$ cat src/rtl/sar_pkg.sv
// Shared constants and FSM encoding for the SAR table-load write path.
package sar_pkg;

  localparam int DW_DEF    = 4;
  localparam int AW_DEF    = 4;
  localparam int DEPTH_DEF = 16;

  typedef enum logic [1:0] {
    IDLE  = 2'd0,
    WRITE = 2'd1,
    DONE  = 2'd2
  } state_t;

endpackage

$ cat src/rtl/sar_shadow_ram.sv
// DEPTH x DW shadow of the SAR lookup memory: one write port, one registered read port.
// Reading and writing one address on the same edge returns the pre-write contents.
module sar_shadow_ram
  import sar_pkg::*;
#(
  parameter int DW    = DW_DEF,
  parameter int AW    = AW_DEF,
  parameter int DEPTH = 2**AW
) (
  input  logic          clk,
  input  logic          rst,
  input  logic          we,
  input  logic [AW-1:0] waddr,
  input  logic [DW-1:0] wdata,
  input  logic          re,
  input  logic [AW-1:0] raddr,
  output logic [DW-1:0] rdata
);

  logic [DW-1:0] mem [DEPTH];

  // Storage array; contents deliberately survive reset.
  always_ff @(posedge clk) begin
    if (we) mem[waddr] <= wdata;
  end

  // Registered read; output holds while re is low.
  always_ff @(posedge clk) begin
    if (!rst)    rdata <= '0;
    else if (re) rdata <= mem[raddr];
  end

endmodule

$ cat src/rtl/sar_mem_writer.sv
// Burst writer for the 16-entry SAR lookup memory.
// Accepts words over valid/ready and emits one registered write per word,
// starting at base_addr and wrapping from the top entry back to 0.
// Optional shadow memory with read port: SAR_MEM_WRITER_READBACK_EN.
//
//   state | meaning
//   IDLE  | waiting for start
//   WRITE | accepting stream words, din_ready high
//   DONE  | one-cycle end-of-burst, done pulse high
module sar_mem_writer
  import sar_pkg::*;
#(
  parameter int DW    = DW_DEF,
  parameter int AW    = AW_DEF,
  parameter int DEPTH = 2**AW
) (
  input  logic          clk,
  input  logic          rst,
  input  logic          start,
  input  logic [AW-1:0] base_addr,
  input  logic [AW:0]   len,
  input  logic [DW-1:0] din,
  input  logic          din_valid,
  output logic          din_ready,
  output logic          wr_en,
  output logic [AW-1:0] wr_addr,
  output logic [DW-1:0] wr_data,
  output logic          busy,
  output logic          done,
  output logic [AW:0]   count
`ifdef SAR_MEM_WRITER_READBACK_EN
  ,
  input  logic          rd_en,
  input  logic [AW-1:0] rd_addr,
  output logic [DW-1:0] rd_data
`endif
);

  state_t        state, state_nx;
  logic [AW-1:0] ptr;
  logic [AW-1:0] ptr_nx;
  logic [AW:0]   len_q;
  logic [AW:0]   count_inc;
  logic          accept;

  assign din_ready = (state == WRITE);
  assign busy      = (state != IDLE);
  assign accept    = din_valid && din_ready;
  assign count_inc = count + 1'b1;
  assign ptr_nx    = (ptr == AW'(DEPTH - 1)) ? '0 : ptr + 1'b1;

  // State register; reset aborts any burst in flight.
  always_ff @(posedge clk) begin
    if (!rst) state <= IDLE;
    else      state <= state_nx;
  end

  // Next-state decode; start only matters in IDLE, a zero-length burst skips WRITE.
  always_comb begin
    state_nx = state;
    case (state)
      IDLE:    if (start) state_nx = (len == '0) ? DONE : WRITE;
      WRITE:   if (accept && (count_inc == len_q)) state_nx = DONE;
      DONE:    state_nx = IDLE;
      default: state_nx = IDLE;
    endcase
  end

  // Datapath: burst setup, address pointer, word count and registered write strobe.
  always_ff @(posedge clk) begin
    if (!rst) begin
      ptr     <= '0;
      len_q   <= '0;
      count   <= '0;
      wr_en   <= 1'b0;
      wr_addr <= '0;
      wr_data <= '0;
      done    <= 1'b0;
    end else begin
      wr_en <= accept;
      done  <= (state_nx == DONE);
      if ((state == IDLE) && start) begin
        ptr   <= base_addr;
        len_q <= len;
        count <= '0;
      end
      if (accept) begin
        wr_addr <= ptr;
        wr_data <= din;
        ptr     <= ptr_nx;
        count   <= count_inc;
      end
    end
  end

`ifdef SAR_MEM_WRITER_READBACK_EN
  sar_shadow_ram #(
    .DW    (DW),
    .AW    (AW),
    .DEPTH (DEPTH)
  ) u_shadow (
    .clk   (clk),
    .rst   (rst),
    .we    (wr_en),
    .waddr (wr_addr),
    .wdata (wr_data),
    .re    (rd_en),
    .raddr (rd_addr),
    .rdata (rd_data)
  );
`endif

endmodule
$ cat config.mk
export PLATFORM = sky130hd
export DESIGN_NAME = sar_mem_writer
export DESIGN_NICKNAME = d
export VERILOG_FILES = /design/src/rtl/sar_pkg.sv /design/src/rtl/sar_shadow_ram.sv /design/src/rtl/sar_mem_writer.sv
export SDC_FILE = /design/constraint.sdc
export NUM_CORES = 1
export LEC_CHECK = 0
export CAP_MARGIN = 0
export CORE_MARGIN = 8
export CORE_UTILIZATION = 25
export CTS_BUF_LIST = sky130_fd_sc_hd__clkbuf_16
export DETAILED_ROUTE_END_ITERATION = 6
export DONT_BUFFER_PORTS = 1
export PLACE_DENSITY = 0.37
export REMOVE_ABC_BUFFERS = 1
export SETUP_SLACK_MARGIN = 0.1
export SLEW_MARGIN = 20
export SYNTH_ARGS = -nofsm -noshare
export SYNTH_HDL_FRONTEND = slang
export SYNTH_SLANG_ARGS = --single-unit
$ cat constraint.sdc
create_clock -name clk -period 3.9 [get_ports clk]
set_input_delay 0.78 -clock clk [delete_from_list [all_inputs] [get_ports clk]]
set_output_delay 0.78 -clock clk [all_outputs]
set_load 0.05 [all_outputs]
# Word level (Yosys, flattened, before mapping)
# Index checks and enable logic that the tools add are counted.
[op_classes]
n_reduce_logical = 7
n_eq_ne = 4
add_sub_neg = 2
n_mux = 9
[op_table]
columns = ["cell", "n"]
rows = [
  ["$mux W4", 3],
  ["$mux W5", 2],
  ["$mux W2", 3],
  ["$add A5 B1 Y5 const B", 1],
  ["$eq A5 B5 Y1", 1],
  ["$logic_not A5 Y1", 1],
  ["$add A4 B1 Y4 const B", 1],
  ["$eq A4 B4 Y1 const B", 1],
  ["$pmux W2 S2", 1],
  ["$reduce_bool A2 Y1", 2],
  ["$logic_and A1 B1 Y1", 3],
  ["$eq A2 B1 Y1 const B", 1],
  ["$eq A2 B2 Y1 const B", 1],
  ["$logic_not A2 Y1", 1],
]
[totals]
regBits = 26

# Depth between registers and ports, before layout
# Gate-level depths: netlist of run 1.
[logic_depth]
ltp_word = 6
mapped_depth = 5
depth_no_buf = 5

# Worst setup path before layout of run 1
# No wires, ideal clock.
[synth_timing]
path_type = "input to register"
startpoint = "in len[0]"
endpoint = "reg done"
t_arrival_ns = 1.696
stages = 4
n_path_buf = 0
t_required_ns = 3.814
path_slack_ns = 2.119
setup_time_ns = 0.086
path_cell_list = "or4_1 > nor2_1 > nand2_1 > a211oi_1"
[synth_via]
elab_chain_len = 5
[synth_lines]
columns = ["element", "line_no", "source"]
rows = [
  ["start: declaration", "sar_mem_writer.sv:21", "input logic [AW:0] len,"],
  ["$logic_not A5 Y1", "sar_mem_writer.sv:62", "IDLE: if (start) state_nx = (len == '0) ? DONE : WRITE;"],
  ["$mux W2 (2 in a row)", "sar_mem_writer.sv:62", ""],
  ["$pmux W2 S2", "sar_mem_writer.sv:61", "case (state)"],
  ["$eq A2 B2 Y1", "sar_mem_writer.sv:81", "done <= (state_nx == DONE);"],
  ["end signal: assignment", "sar_mem_writer.sv:81", ""],
  ["end: declaration", "sar_mem_writer.sv:29", "output logic done,"],
]
# No other way between the ends.
# A chain may end at the register's enable or synchronous reset.

# Final worst setup path of run 1
[layout_timing]
startpoint = "reg count[0]"
endpoint = "reg done"
[layout_via]
elab_chain_len = 6
[layout_lines]
columns = ["element", "line_no", "source"]
rows = [
  ["start: declaration", "sar_mem_writer.sv:30", "output logic [AW:0] count"],
  ["start signal: assignment", "sar_mem_writer.sv:91", "count <= count_inc;"],
  ["$add A5 B1 Y5", "sar_mem_writer.sv:49", "assign count_inc = count + 1'b1;"],
  ["$eq A5 B5 Y1", "sar_mem_writer.sv:63", "WRITE: if (accept && (count_inc == len_q)) state_nx = DONE;"],
  ["$logic_and A1 B1 Y1", "sar_mem_writer.sv:63", ""],
  ["$mux W2", "sar_mem_writer.sv:63", ""],
  ["$pmux W2 S2", "sar_mem_writer.sv:61", ""],
  ["$eq A2 B2 Y1", "sar_mem_writer.sv:81", ""],
]
# No other way between the ends.

==> results of run 1 <==
[registers in the layout, summed over array words and instances, names as in the netlist]
register  cells
count         5
done          1
len_q         5
ptr           4
state         2
wr_addr       4
wr_data       4
wr_en         1
[cell type report]
| class | instances | area share |
|---|---|---|
| multi-input combinational | 105 | 0.478 |
| tap | 54 | 0.0520 |
| inverter | 4 | 0.0115 |
| clock buffer | 3 | 0.0577 |
| sequential | 26 | 0.400 |
[metrics by stage]
step	area [um^2]	util	setup slack, ns
after global routing	1300	0.281	1.78
after CTS	1300	0.281	1.85
after global placement	1220	0.265	1.91
final	1300	0.281	1.89
after detailed placement	1220	0.265	1.87
after floorplan	1160	-	2.12
[logic make-up after synthesis]
| group | Yosys count | synth area share |
|---|---|---|
| AO/OA/AOI/OAI | 36 | 0.193 |
| XOR/XNOR | 6 | 0.0445 |
| adder cells (fa/ha/maj) | 2 | 0.0212 |
| buffers and inverters | 9 | 0.0328 |
| flip-flops | 26 | 0.441 |
| multiplexers | 1 | 0.00847 |
| AND/OR/NAND/NOR | 60 | 0.260 |
[power groups by stage]
stage / logic [W] / clock network, W / registers [W]
floorplan: 0.0000543 / 0 / 0.000309
global placement: 0.0000669 / 0 / 0.000313
detailed placement: 0.0000678 / 0 / 0.000313
CTS: 0.0000679 / 0.000236 / 0.000307
global route: 0.0000746 / 0.000249 / 0.000308
finish: 0.0000675 / 0.000232 / 0.000306
[cell usage in the layout (no fill, tap or decap)]
master	instances
nand2_1	32
nand3b_4	1
ha_1	2
xor2_1	2
xnor2_1	4
nand3_1	4
or3_1	2
mux2i_1	1
nor3_1	1
or4_1	1
nand4bb_1	1
a311oi_1	1
o2111a_1	1
a31oi_1	1
and3b_2	1
nor2_4	1
nor3b_4	1
o2111ai_1	2
and2_0	2
o211a_1	1
a211oi_1	2
nand3b_1	1
a221oi_2	1
clkbuf_16	3
nor2_1	11
o21ai_0	5
a21oi_1	19
a22oi_1	2
inv_1	4
o31a_1	1
and2b_2	1
dfxtp_1	26
[tightest hold or removal path: stages, from the launching register on]
cell	delay [ns]
dfxtp_1	0.32
nand2_1	0.06
a21oi_1	0.05
[layer usage]
| metal | track usage | vias up | share of wire |
|---|---|---|---|
| li1 | - | 486 | - |
| met1 | 0.0999 | 457 | 0.46 |
| met2 | 0.129 | 25 | 0.45 |
| met3 | 0.0410 | 5 | 0.076 |
| met4 | 0.0340 | 0 | 0.015 |
| met5 | 0 | - | 0 |
[worst min path at each step]
stage                  start        to  cells after the start
global placement    len_q[4]  len_q[4]                      2
detailed placement  len_q[0]  len_q[0]                      2
CTS                 len_q[0]  len_q[0]                      2
global route        len_q[0]  len_q[0]                      2
finish              len_q[0]  len_q[0]                      2
floorplan           len_q[1]  len_q[1]                      2
==> flow_summary.ini, run 1 <==
[timing]
whs_ns = 0.477
setup_viol = 0
hold_viol_final = 0
rsz0062_at_grt = false
worst_pin_slew_ns = 0.818
skew_ns = 0.00387
slew_headroom = 0.454
min_period_ns = 2.01
tns_ns = 0
slew_viol_final = 0
max_clock_freq_ghz = 0.496
fin_crit_sh = 0.516

[logic_synthesis]
synth_async_sr_flop_share = 0
yosysMostFrequentCell = nand2_1
synth_edf_count = 0
synthFlopType = dfxtp_1
syn-cell-area_mm2 = 0.00118
synth_top_cell_by_area = dfxtp_1
synth-seq-area-share = 0.441
synth_top_area_share = 0.441
synth_common_cells = nand2_1, dfxtp_1, a21oi_1, nor2_1, o21ai_0
synth.distinct_cells = 34
yosys_warnings = 0
yosys-top-cells-area = dfxtp_1, nand2_1, a21oi_1, nor2_1, xnor2_1
ys_seq_elements = 26
synthCells = 140
syn_avg_cell_area_um2 = 8.44

[worst_setup_path]
cp.required_ns = 4.06
crit_chain = ha_1, xor2_1, nor3_1, o2111ai_1, a211oi_1
slowest_stage = dfxtp_1
r2r_setup_slack_ns = 1.89
regToRegStartpoint = count[0]
rr_worst_depth = 5
path_class = register to register
crit_fanout = 6
crit_path_end_kind = register
crit_start = count[0]
cp.arrival_ns = 2.17
crit_buf_inv = 0
start_kind = register
crit_path_end = done
slowest_delay_ns = 0.74
cp.depth = 5
rr_endpoint = done
crit_family = flip-flops

[placed_design]
gp_congestion = 0.715
hpwl_um = 2200
port_buffers = 0
dp.cells = 189

[grt]
first_global_vias = 928
antenna_found_initial = 0
grt.total_usage = 0.0850
overflow = 0
grt_pass1_wl_um = 4790
grt_start_max_net_pins = 25

[drt]
avgViaCountPerCell = 5.07
drc = 0
first_pass_iters = 5
num_vias = 973
dr.first_iter.drc_count = 43
wirelength_um = 3110
wl_per_cell_um = 16.2
postRouteAntennaNets = 0

[power]
p_sw_w = 0.000169
swShare = 0.279
clkPwrFrac = 0.383
p_int_w = 0.000437
seq_power_share = 0.506
pwr-share-comb = 0.111
power_w = 0.000606
p_leak_nw = 0.468
power_density_mw_per_mm2 = 466
ir_worst_vdd_uv = 161

[clock_tree]
cts_tree = built
cts_made_buffers = 3
cts_hold_buffers = 0
postCtsSetupBuffers = 0
insertion_delay_ns = 0.26
post_cts_resized = 0
h-tree-depth = 1
clkSlewWorstSetupHoldPaths_ns = 0.07
clock_sinks = 26
cts_root_buf = clkbuf_16
cts_buffer_depth = 2

[layout]
seqCellArea_um2 = 520
drive_above_1_share = 0.0652
antennaDiodeCount = 0
nFillCells = 509
multiInputGateArea_um2 = 622
layout.nets = 159
area_delta_synth_final_pct = 10.1
fin_cells = 192

[floorplan]
num_io_pins = 34
die_w_um = 84.7
core_region_area_mm2 = 0.00463
core.rowCount = 25
fp.dieH_um = 84.7
die-area_mm2 = 0.00718
initial_core_util = 0.255

[hold_path]
hp-class = register to register

[flow_run]
maxCapViolations = 0

[status]
status = complete, no violations
Note: power is estimated with default switching activity, not from simulation.
==> run 2: changes to the inputs <==
==> constraint.sdc (replaced) <==
create_clock -name clk -period 1.9 [get_ports clk]
set_input_delay 0.38 -clock clk [delete_from_list [all_inputs] [get_ports clk]]
set_output_delay 0.38 -clock clk [all_outputs]
set_load 0.05 [all_outputs]
==> run 2 against run 1 <==
Net effect:
- setup slack lost 1.6 ns
- critical path type unchanged
- sequential cell count is the same
- clock-buffer cell count is the same
- worst hold slack lost 0.23 ns
- combinational power grew 120%
- register-to-register slack lost 1.6 ns
- highest routed layer unchanged
- power grew 130%
- via count grew 1.6%
- critical endpoint unchanged
- sequential share of layout area shrank 2.2 points
- routed wire length shrank 0.23%
- largest power group is now the clock network
==> flow_summary.ini, run 2 (synthesized netlist as in run 1, its figures left out) <==
[status]
status = complete, no violations

[drt]
wirelength_um = 3100
drc = 0
num_vias = 989
avgViaCountPerCell = 4.97
first_pass_iters = 4
dr.first_iter.drc_count = 23
postRouteAntennaNets = 0
wl_per_cell_um = 15.6

[clock_tree]
h-tree-depth = 1
postCtsSetupBuffers = 0
post_cts_resized = 0
cts_made_buffers = 3
cts_buffer_depth = 2
cts_root_buf = clkbuf_16
clock_sinks = 26
clkSlewWorstSetupHoldPaths_ns = 0.07
cts_tree = built
insertion_delay_ns = 0.26
cts_hold_buffers = 0

[timing]
skew_ns = 0.00299
fin_crit_sh = 0.848
slew_viol_final = 0
min_period_ns = 1.61
worst_pin_slew_ns = 0.528
max_clock_freq_ghz = 0.621
tns_ns = 0
fin_ws_ns = 0.289
hold_viol_final = 0
setup_viol = 0
rsz0062_at_grt = false
slew_headroom = 0.648

[floorplan]
initial_core_util = 0.255
fp.dieH_um = 84.7
core_region_area_mm2 = 0.00463
num_io_pins = 34
die-area_mm2 = 0.00718
die_w_um = 84.7
core.rowCount = 25

[placed_design]
port_buffers = 0
gp_congestion = 0.760
hpwl_um = 2270
dp.cells = 195
dp_slack_ns = 0.316

[worst_setup_path]
crit_path_end = done
crit_fanout = 6
rr_endpoint = done
rr_worst_depth = 5
start_kind = register
path_class = register to register
r2r_setup_slack_ns = 0.29
regToRegStartpoint = count[0]
cp.required_ns = 2.07
crit_path_end_kind = register
crit_start = count[0]
cp.arrival_ns = 1.78

[layout]
final_common_cell = nand2_1
area_delta_synth_final_pct = 16.4
nFillCells = 501
top_regs = count (5), len_q (5)
layout.nets = 165
antennaDiodeCount = 0
drive_above_1_share = 0.110
fin_cells = 199
final_cell_mix = nand2_1, dfxtp_1, a21oi_1

[flow_run]
maxCapViolations = 0

[power]
power_density_mw_per_mm2 = 1020
power_w = 0.00140
ir_worst_vdd_uv = 369
p_leak_nw = 0.514

[grt]
grt_pass1_wl_um = 5210
first_global_vias = 1027
grt_start_max_net_pins = 19
antenna_found_initial = 0
grt.total_usage = 0.0900
overflow = 0

[hold_path]
hp-class = input pin to register
-- run 2: changes by cell type in the layout (fill, tap and decap cells not counted), sizes merged --
cell    previous run  this run
bufinv             0         1
buf                0         6
-- run 2: power by group --
part           switching [W]  internal (W)  leakage (nW)
logic              0.0000963     0.0000502         0.251
clock network       0.000207      0.000420        0.0511
registers          0.0000523      0.000571         0.212
-- run 2: how the worst min path moves through the flow --
| stage | start | to | slack, ns | depth (start not counted) |
|---|---|---|---|---|
| finish | din[0] | wr_data[0] | 0.24 | 2 |
| global route | din[0] | wr_data[0] | 0.25 | 2 |
| CTS | rst | ptr[2] | 0.24 | 1 |
| detailed placement | len_q[0] | len_q[0] | 0.46 | 2 |
| global placement | len_q[4] | len_q[4] | 0.46 | 2 |
| floorplan | len_q[1] | len_q[1] | 0.45 | 2 |
-- run 2: metrics by stage --
step           cell area [um^2]  utilization  hold slack [ns]
6_report                   1380        0.297            0.243
2_1_floorplan              1160            -            0.448
4_1_cts                    1380        0.297            0.241
3_3_place_gp               1270        0.274            0.463
3_5_place_dp               1270        0.274            0.463
5_1_grt                    1380        0.297            0.246
-- run 2: layer usage --
metal  vias up  track usage  wire length [um]  part of all wire
met5         -            0                 0                 0
met4         0       0.0453                50             0.016
met3         5       0.0361               225             0.073
met2        24        0.142              1450              0.47
met1       460        0.103              1370              0.44
li1        500            -                 -                 -
-- run 2: layout make-up --
| type | count | area (um^2) | area share |
|---|---|---|---|
| clock buffer | 3 | 75.1 | 0.0546 |
| clock inverter | 1 | 30.0 | 0.0218 |
| inverter | 4 | 15.0 | 0.0109 |
| multi-input combinational | 105 | 622 | 0.452 |
| sequential | 26 | 520 | 0.379 |
| tap | 54 | 67.6 | 0.0491 |
| timing repair buffer | 6 | 45.0 | 0.0328 |
-- run 2: critical path: stages (launching register included) --
cell and delay [ns]:
dfxtp_1 0.45, ha_1 0.30, xor2_1 0.15, nor3_1 0.13, o2111ai_1 0.22, a211oi_1 0.28
==> run 3: changes to the inputs <==
==> constraint.sdc (replaced) <==
create_clock -name clk -period 1.55 [get_ports clk]
set_input_delay 0.31 -clock clk [delete_from_list [all_inputs] [get_ports clk]]
set_output_delay 0.31 -clock clk [all_outputs]
set_load 0.05 [all_outputs]
==> run 3 against run 2 <==
Net effect:
- clock power decreased by 7.3%
- maximum frequency increased by 15%
- clock skew decreased by 0.0013 ns
- clock-buffer cell count unchanged
- combinational power increased by 37%
- critical endpoint is now state[1]
- highest routed layer unchanged
==> flow_summary.ini, run 3 (synthesized netlist as in run 1, its figures left out) <==
[worst_setup_path]
start_kind = register
cp.arrival_ns = 1.57
crit_path_end_kind = register
rr_endpoint = state[1]
cp.required_ns = 1.72
regToRegStartpoint = count[1]
crit_fanout = 6
r2r_setup_slack_ns = 0.15
rr_worst_depth = 5
path_class = register to register

[placed_design]
gp_congestion = 0.754
hpwl_um = 2380
port_buffers = 0

[flow_run]
maxCapViolations = 0

[power]
seq_power_share = 0.495
pwr-share-comb = 0.129
clkPwrFrac = 0.376
power_w = 0.00155
p_sw_w = 0.000426
ir_worst_vdd_uv = 391
p_leak_nw = 0.536
swShare = 0.275
p_int_w = 0.00112
power_density_mw_per_mm2 = 1080

[floorplan]
num_io_pins = 34
core_region_area_mm2 = 0.00463
core.rowCount = 25
fp.dieH_um = 84.7
initial_core_util = 0.255
die_w_um = 84.7
die-area_mm2 = 0.00718

[timing]
slew_headroom = 0.651
fin_crit_sh = 0.905
max_clock_freq_ghz = 0.713
worst_pin_slew_ns = 0.522
hold_viol_final = 0
rsz0062_at_grt = true
min_period_ns = 1.40
setup_viol = 0
slew_viol_final = 0
skew_ns = 0.00167

[clock_tree]
cts_tree = built
h-tree-depth = 1
cts_root_buf = clkbuf_16
clock_sinks = 26
insertion_delay_ns = 0.26
clkSlewWorstSetupHoldPaths_ns = 0.07
cts_made_buffers = 3
cts_hold_buffers = 0
cts_buffer_depth = 2

[grt]
grt_start_max_net_pins = 15
antenna_found_initial = 0
overflow = 0
grt_pass1_wl_um = 5170
first_global_vias = 973
grt.total_usage = 0.0894

[drt]
avgViaCountPerCell = 4.88
first_pass_iters = 4
wl_met2_um = 1460
wl_met1_um = 1490
drc = 0
wl_met3_um = 192
wl_per_cell_um = 15.4
dr.max_layer_used = met4
num_vias = 1005
wirelength_um = 3170
postRouteAntennaNets = 0
dr.first_iter.drc_count = 55

[layout]
seqCellArea_um2 = 526
layout.nets = 172
multiInputGateArea_um2 = 651
area_delta_synth_final_pct = 21.5
antennaDiodeCount = 0
nFillCells = 500
utilization = 0.310
top_regs = count (5), len_q (5)
final_common_cell = nand2_1
drive_above_1_share = 0.204
final_cell_mix = nand2_1, dfxtp_1, a21oi_1

[hold_path]
holdPathEnd = state[0]
hp-class = input pin to register
whs_path_depth = 1
worstHoldStart = rst

[status]
status = complete, no violations
run 3: critical path: stages (launching register included):
cell,delay [ns]
dfxtp_2,0.34
ha_4,0.17
xor2_1,0.14
o2111ai_1,0.23
o2111ai_2,0.19
a211oi_1,0.25
run 3: through the flow:
| stage | setup WS (ns) | hold slack [ns] | TNS [ns] | area [um^2] | cells |
|---|---|---|---|---|---|
| finish | 0.147 | 0.177 | 0 | 1440 | 206 |
| CTS | 0.106 | 0.176 | 0 | 1420 | 206 |
| global placement | 0.0668 | 0.448 | 0 | 1320 | 202 |
| floorplan | -0.205 | 0.443 | -0.757 | 1160 | 135 |
| detailed placement | 0.0973 | 0.448 | 0 | 1320 | 202 |
| global route | 0.0739 | 0.171 | 0 | 1440 | 206 |
run 3: worst max path at each step:
| stage | startpoint | end | slack, ns | cells after the start |
|---|---|---|---|---|
| 2_1_floorplan | count[0] | done | -0.20 | 5 |
| 3_3_place_gp | count[0] | done | 0.07 | 5 |
| 3_5_place_dp | count[0] | done | 0.1 | 5 |
| 4_1_cts | state[1] | din_ready | 0.11 | 1 |
| 5_1_grt | count[0] | state[1] | 0.07 | 5 |
| 6_report | count[1] | state[1] | 0.15 | 5 |
run 3: per-layer routing:
metal,global-route usage,up-vias
met1,0.111,472
met3,0.0332,2
met4,0.0340,0
met2,0.136,20
met5,0,-
li1,-,511
run 3: cell type report:
cell class,instances,share of cell area
clock buffers,3,0.0523
clock inverters,1,0.00262
inverters,4,0.0105
multi-input cells,105,0.453
flip-flops and latches,26,0.366
well taps,54,0.0471
repair buffers,13,0.0680
run 3: power by group through the flow:
stage / registers (W) / logic [W] / clock network [W]
3_5_place_dp: 0.000780 / 0.000196 / 0
3_3_place_gp: 0.000779 / 0.000197 / 0
5_1_grt: 0.000771 / 0.000223 / 0.000627
2_1_floorplan: 0.000778 / 0.000137 / 0
6_report: 0.000767 / 0.000200 / 0.000581
4_1_cts: 0.000765 / 0.000202 / 0.000600
run 3: repair_timing:
item,4_1_cts,5_1_grt
pin swaps,1,6
buffers inserted,0,0
setup endpoints to repair,2,7
gates resized for setup,5,5
